## config.mk

```make
export PLATFORM = sky130hd
export DESIGN_NAME = controle_jogo
export DESIGN_NICKNAME = d
export VERILOG_FILES = /design/src/rtl/controle_jogo.sv
export SDC_FILE = /design/constraint.sdc
export NUM_CORES = 1
export LEC_CHECK = 0
export ABC_CLOCK_PERIOD_IN_PS = 3280
export BUFFER_PORTS_ARGS = -buffer_cell sky130_fd_sc_hd__buf_2
export CORE_ASPECT_RATIO = 1.5
export CORE_MARGIN = 4
export CORE_UTILIZATION = 40
export CTS_BUF_LIST = sky130_fd_sc_hd__clkbuf_16
export CTS_CLUSTER_DIAMETER = 100
export DETAILED_ROUTE_END_ITERATION = 16
export GPL_TIMING_DRIVEN = 1
export MAX_ROUTING_LAYER = met4
export PLACE_DENSITY = 0.6
export SLEW_MARGIN = 10
export SYNTH_ARGS = -nofsm -noshare
export SYNTH_HDL_FRONTEND = slang
export SYNTH_SLANG_ARGS = --single-unit
export TNS_END_PERCENT = 1
```

## constraint.sdc

```tcl
create_clock -name clock -period 3.28 [get_ports clock]
set_input_delay 0.164 -clock clock [delete_from_list [all_inputs] [get_ports clock]]
set_output_delay 0.164 -clock clock [all_outputs]
set_load 0.1 [all_outputs]
```

## src/rtl/controle_jogo.sv

```systemverilog
// Breakout game sequencer: match lifecycle, lives/blocks bookkeeping,
// serve/pause timing and start-key conditioning.
module controle_jogo #(
   parameter int LIVES        = 10,
   parameter int NUM_BLOCKS   = 40,
   parameter int SERVE_CYCLES = 25_000_000,
   parameter int PAUSE_CYCLES = 50_000_000
) (
   input  logic       clock,
   input  logic       reset,
   input  logic       key_n,
   input  logic       hit_block,
   input  logic       ball_lost,
   input  logic       blocks_bottom,
   output logic       start,
   output logic       freeze,
   output logic       ball_reset,
   output logic       show_over,
   output logic       show_win,
   output logic [3:0] lives_left,
   output logic [7:0] blocks_left,
   output logic [2:0] estado
);

   localparam int TMAX = (SERVE_CYCLES > PAUSE_CYCLES) ? SERVE_CYCLES : PAUSE_CYCLES;
   localparam int TW   = $clog2(TMAX + 1);

   localparam logic [TW-1:0] SERVE_LOAD = TW'(SERVE_CYCLES - 1);
   localparam logic [TW-1:0] PAUSE_LOAD = TW'(PAUSE_CYCLES - 1);
   localparam logic [3:0]    LIVES_INIT = 4'(LIVES);
   localparam logic [7:0]    BLOCK_INIT = 8'(NUM_BLOCKS);

   typedef enum logic [2:0] {
      IDLE  = 3'd0,
      SERVE = 3'd1,
      PLAY  = 3'd2,
      LOST  = 3'd3,
      OVER  = 3'd4,
      WIN   = 3'd5
   } state_t;

   state_t        state;
   logic [TW-1:0] timer;
   logic          key_s1;
   logic          key_s2;
   logic          key_prev;
   logic          press;
   logic [3:0]    lives_dec;
   logic [7:0]    blocks_dec;

   // Key synchronizer plus edge-history register; idle level is released (1)
   always_ff @(posedge clock or negedge reset) begin
      if (!reset) begin
         key_s1   <= 1'b1;
         key_s2   <= 1'b1;
         key_prev <= 1'b1;
      end else begin
         key_s1   <= key_n;
         key_s2   <= key_s1;
         key_prev <= key_s2;
      end
   end

   // A press is the falling edge of the synchronized key, one cycle wide
   assign press = key_prev & ~key_s2;

   // Saturating decrements of the game counters for this cycle's events
   assign lives_dec  = (ball_lost && lives_left != 4'd0) ? lives_left - 4'd1 : lives_left;
   assign blocks_dec = (hit_block && blocks_left != 8'd0) ? blocks_left - 8'd1 : blocks_left;

   // Match sequencer: state, counters, timer and the ball re-serve pulse
   always_ff @(posedge clock or negedge reset) begin
      if (!reset) begin
         state       <= IDLE;
         timer       <= '0;
         ball_reset  <= 1'b0;
         lives_left  <= LIVES_INIT;
         blocks_left <= BLOCK_INIT;
      end else begin
         ball_reset <= 1'b0;
         case (state)
            IDLE: begin
               if (press) begin
                  lives_left  <= LIVES_INIT;
                  blocks_left <= BLOCK_INIT;
                  ball_reset  <= 1'b1;
                  timer       <= SERVE_LOAD;
                  state       <= SERVE;
               end
            end
            SERVE: begin
               if (blocks_bottom) begin
                  state <= OVER;
               end else if (timer == '0) begin
                  state <= PLAY;
               end else begin
                  timer <= timer - TW'(1);
               end
            end
            PLAY: begin
               if (blocks_bottom) begin
                  state <= OVER;
               end else begin
                  lives_left  <= lives_dec;
                  blocks_left <= blocks_dec;
                  if (hit_block && blocks_dec == 8'd0) begin
                     state <= WIN;
                  end else if (ball_lost) begin
                     if (lives_dec == 4'd0) begin
                        state <= OVER;
                     end else begin
                        timer <= PAUSE_LOAD;
                        state <= LOST;
                     end
                  end
               end
            end
            LOST: begin
               if (timer == '0) begin
                  ball_reset <= 1'b1;
                  timer      <= SERVE_LOAD;
                  state      <= SERVE;
               end else begin
                  timer <= timer - TW'(1);
               end
            end
            OVER, WIN: begin
               if (press) begin
                  state <= IDLE;
               end
            end
            default: begin
               state <= IDLE;
            end
         endcase
      end
   end

   assign start     = (state == PLAY);
   assign freeze    = (state != PLAY);
   assign show_over = (state == OVER);
   assign show_win  = (state == WIN);
   assign estado    = state;

endmodule

```

==> results by group <==
Run status
  • Outcome: finished, final reports clean

Critical path
  • Nature of the critical path endpoint: flop
  • CP Launch Type: flop
  • Kind of critical path: flop to flop
  • Worst-path fanout max: 35
  • Critical Path RT: 3.45 ns
  • Reg2reg path depth: 11
  • Worst path arrival time: 3.13 ns

Place
  • Post-place instance area: 3060 sq um
  • Number of I/O port buffers: 25
  • Dpl hpwl: 5.03 mm
  • Placed insts: 434
  • Routability cong.: 0.870

Global routing
  • Vias in the first global route: 2,552
  • Pin count of the biggest net entering global routing: 46
  • All-layer global routing usage: 17.9%
  • Antenna violations before repair: 0
  • First-pass GRT wire length: 12.2 mm
  • Total gr overflow: 0

Floorplanning
  • DIE WIDTH: 76.7 um
  • IO Count: 26
  • Die area: 8520 sq um
  • Die Y: 111 um
  • Initial Util: 41.1%
  • Core ar.: 6900 sq um
  • Floorplan row count: 37

Route
  • DRT antenna net count: 0
  • Routed length per instance: 16.1 um
  • First-pass DRT Iterations: 4
  • Initial drt markers: 120
  • DR vias: 2,574
  • Final WL: 7.13 mm
  • Residual DRC: 0
  • Vias per cell: 5.81

Cells and area
  • Seq. cell area: 1140 sq um
  • Layout cell share with drive strength beyond 1: 17.5%
  • Final Instance Area: 3210 sq um
  • Ant. Diodes: 0
  • Fin cells: 443
  • Syn-to-layout area delta: 13.1%
  • Multi-input logic area: 1570 sq um
  • # fillers: 702
  • Finished Core Util: 46.5%
  • Final layout net count: 375

Logic synthesis
  • Post-synth top area share: 33.6%
  • Synth cell types: 56
  • Area leader, netlist: dfrtp_1
  • Ys flop type: dfrtp_1
  • Post-Syn Instances: 337
  • FF+latch count, synth: 45
  • Post-synth EDFFs: 0
  • Share of flip-flops with an asynchronous set or reset: 100%
  • Post-synthesis sequential area ratio: 40.0%
  • Area contributors post-synth: dfrtp_1 (34%), dfstp_2 (6.5%), a21oi_1 (5.1%)
  • Synth Warn #: 0
  • Syn_area_per_cell: 8.41 sq um
  • Syn_nets: 348
  • Post-Syn Area: 2830 sq um

Power
  • Seq pwr share: 30.4%
  • Peak supply drop: 0.361 mV
  • Clock power share: 16.0%
  • Switching part of the total: 53.1%
  • PD cells: 946 nW/um^2
  • Internal power: 1420 uW
  • Pleak: 0.00132 uW
  • Comb pwr share: 53.7%
  • Net switching power: 1610 uW
  • Total design power: 3030 uW

STA
  • Tmin final: 2.95 ns
  • FMAX: 339 MHz
  • Clock Skew: 0.00532 ns
  • Total Neg Setup Slack: 0 ns
  • Slew @ Worst Pin: 1.02 ns
  • Final hold violations: 0
  • RSZ-0062 raised after global routing: no
  • Slew Limit Fails: 0
  • Max-slew headroom: 31.9%
  • Final worst path period share: 90.0%
  • Final Setup Violations: 0

Flow run
  • Maxcap violations: 0

Clock network
  • CTS tree: built
  • Resized Gates After CTS: 0
  • Total CTS buffers: 5
  • H-tree levels: 2
  • Root Buffer: clkbuf_16
  • Worst-case clock buffer depth: 2
  • CTS clk-pin slew, worst paths: 0.06 ns
  • Clock sinks: 45
  • Clock latency on the worst-skew pair: 0.29 ns

Hold path
  • Hold Crit Class: input pin to async pin
==> state kept, by name (all words and copies together), names as in the netlist <==
register	cells
timer	26
key_prev	1
key_s1	1
estado	3
lives_left	4
blocks_left	8
ball_reset	1
key_s2	1
==> synthesized netlist by cell type, types with 7 or more instances <==
master,instances
a21oi_1,29
a31oi_1,13
clkbuf_1,9
dfrtp_1,38
dfstp_2,7
inv_1,14
nand2_1,38
nand3_1,8
nor2_1,36
nor2b_1,7
nor3_1,17
nor4_1,7
o21ai_0,24
o31ai_1,7
==> through the flow <==
step           worst slack [ns]  hold slack, ns
3_3_place_gp              0.411           0.270
3_5_place_dp              0.336           0.273
2_1_floorplan             0.129          -0.132
6_report                  0.329          0.0379
5_1_grt                   0.117           0.145
4_1_cts                   0.328           0.107
==> logic make-up (layout without fill, tap and decap cells) <==
group | after synthesis | after routing | synth area share [%]
xor gates and xnor gates | 2 | 2 | 0.618
muxes | 2 | 2 | 0.751
DFF | 45 | 45 | 40.0
buffers and inverters | 27 | 55 | 4.50
AOI/OAI and AO/OA | 109 | 109 | 25.9
adders and majority gates | 5 | 5 | 2.21
and+or+nand+nor | 147 | 147 | 26.0
==> final cells by class <==
class / count / share of cell area [%]
clock buffers: 5 / 3.90
clock inverters: 3 / 0.390
inverters: 14 / 1.76
multi-input cells: 265 / 49.1
flip-flops and latches: 45 / 35.6
well taps: 78 / 3.04
repair buffers: 33 / 6.25
==> power groups by stage <==
| stage | sequential [uW] | clock (uW) | combinational, uW |
|---|---|---|---|
| 4_1_cts | 917 | 501 | 1640 |
| 3_5_place_dp | 926 | 0 | 1630 |
| 6_report | 921 | 484 | 1630 |
| 2_1_floorplan | 1250 | 0 | 981 |
| 3_3_place_gp | 921 | 0 | 1620 |
| 5_1_grt | 952 | 520 | 1770 |
==> layout by cell type (no fill, tap or decap), types with 8 or more instances in the layout <==
master   instances
inv_1           13
nand2_1         37
o21ai_0         24
nand3_1          8
nor3_1          17
nor2_1          36
a21oi_1         29
buf_2           25
dfrtp_1         34
a31oi_1         13
==> worst paths after layout <==
check	end	start	slack [ns]
max	timer[22]	blocks_left[0]	0.33
min	blocks_left[4]	reset	0.04
max reg2reg	timer[22]	blocks_left[0]	0.33
min reg2reg	key_s2	key_s1	0.36
max in group asynchronous	estado[2]	reset	2.52
min in group clock	estado[1]	blocks_bottom	0.18
==> per-layer routing <==
layer	part of all wire, %	GRT usage [%]	vias up
met5	0	-	-
met4	1.8	7.86	0
met3	2.9	2.68	11
met2	51	30.1	46
met1	44	21.1	1223
li1	-	-	1294
==> critical path, cell delays in order, from the launching register on <==
cell and delay (ns):
dfrtp_2 0.44, inv_1 0.09, ha_1 0.19, or4b_4 0.49
o41a_4 0.40, mux2i_1 0.18, nor4_2 0.07, buf_4 0.16
a211oi_4 0.27, buf_12 0.23, nand2_1 0.07, a22o_1 0.23
==> what timing repair did <==
action                    4_1_cts  5_1_grt
hold buffers                    1        0
setup buffers                   0        0
hold endpoints to repair        1        0
Power figures use the tool's default switching activity.
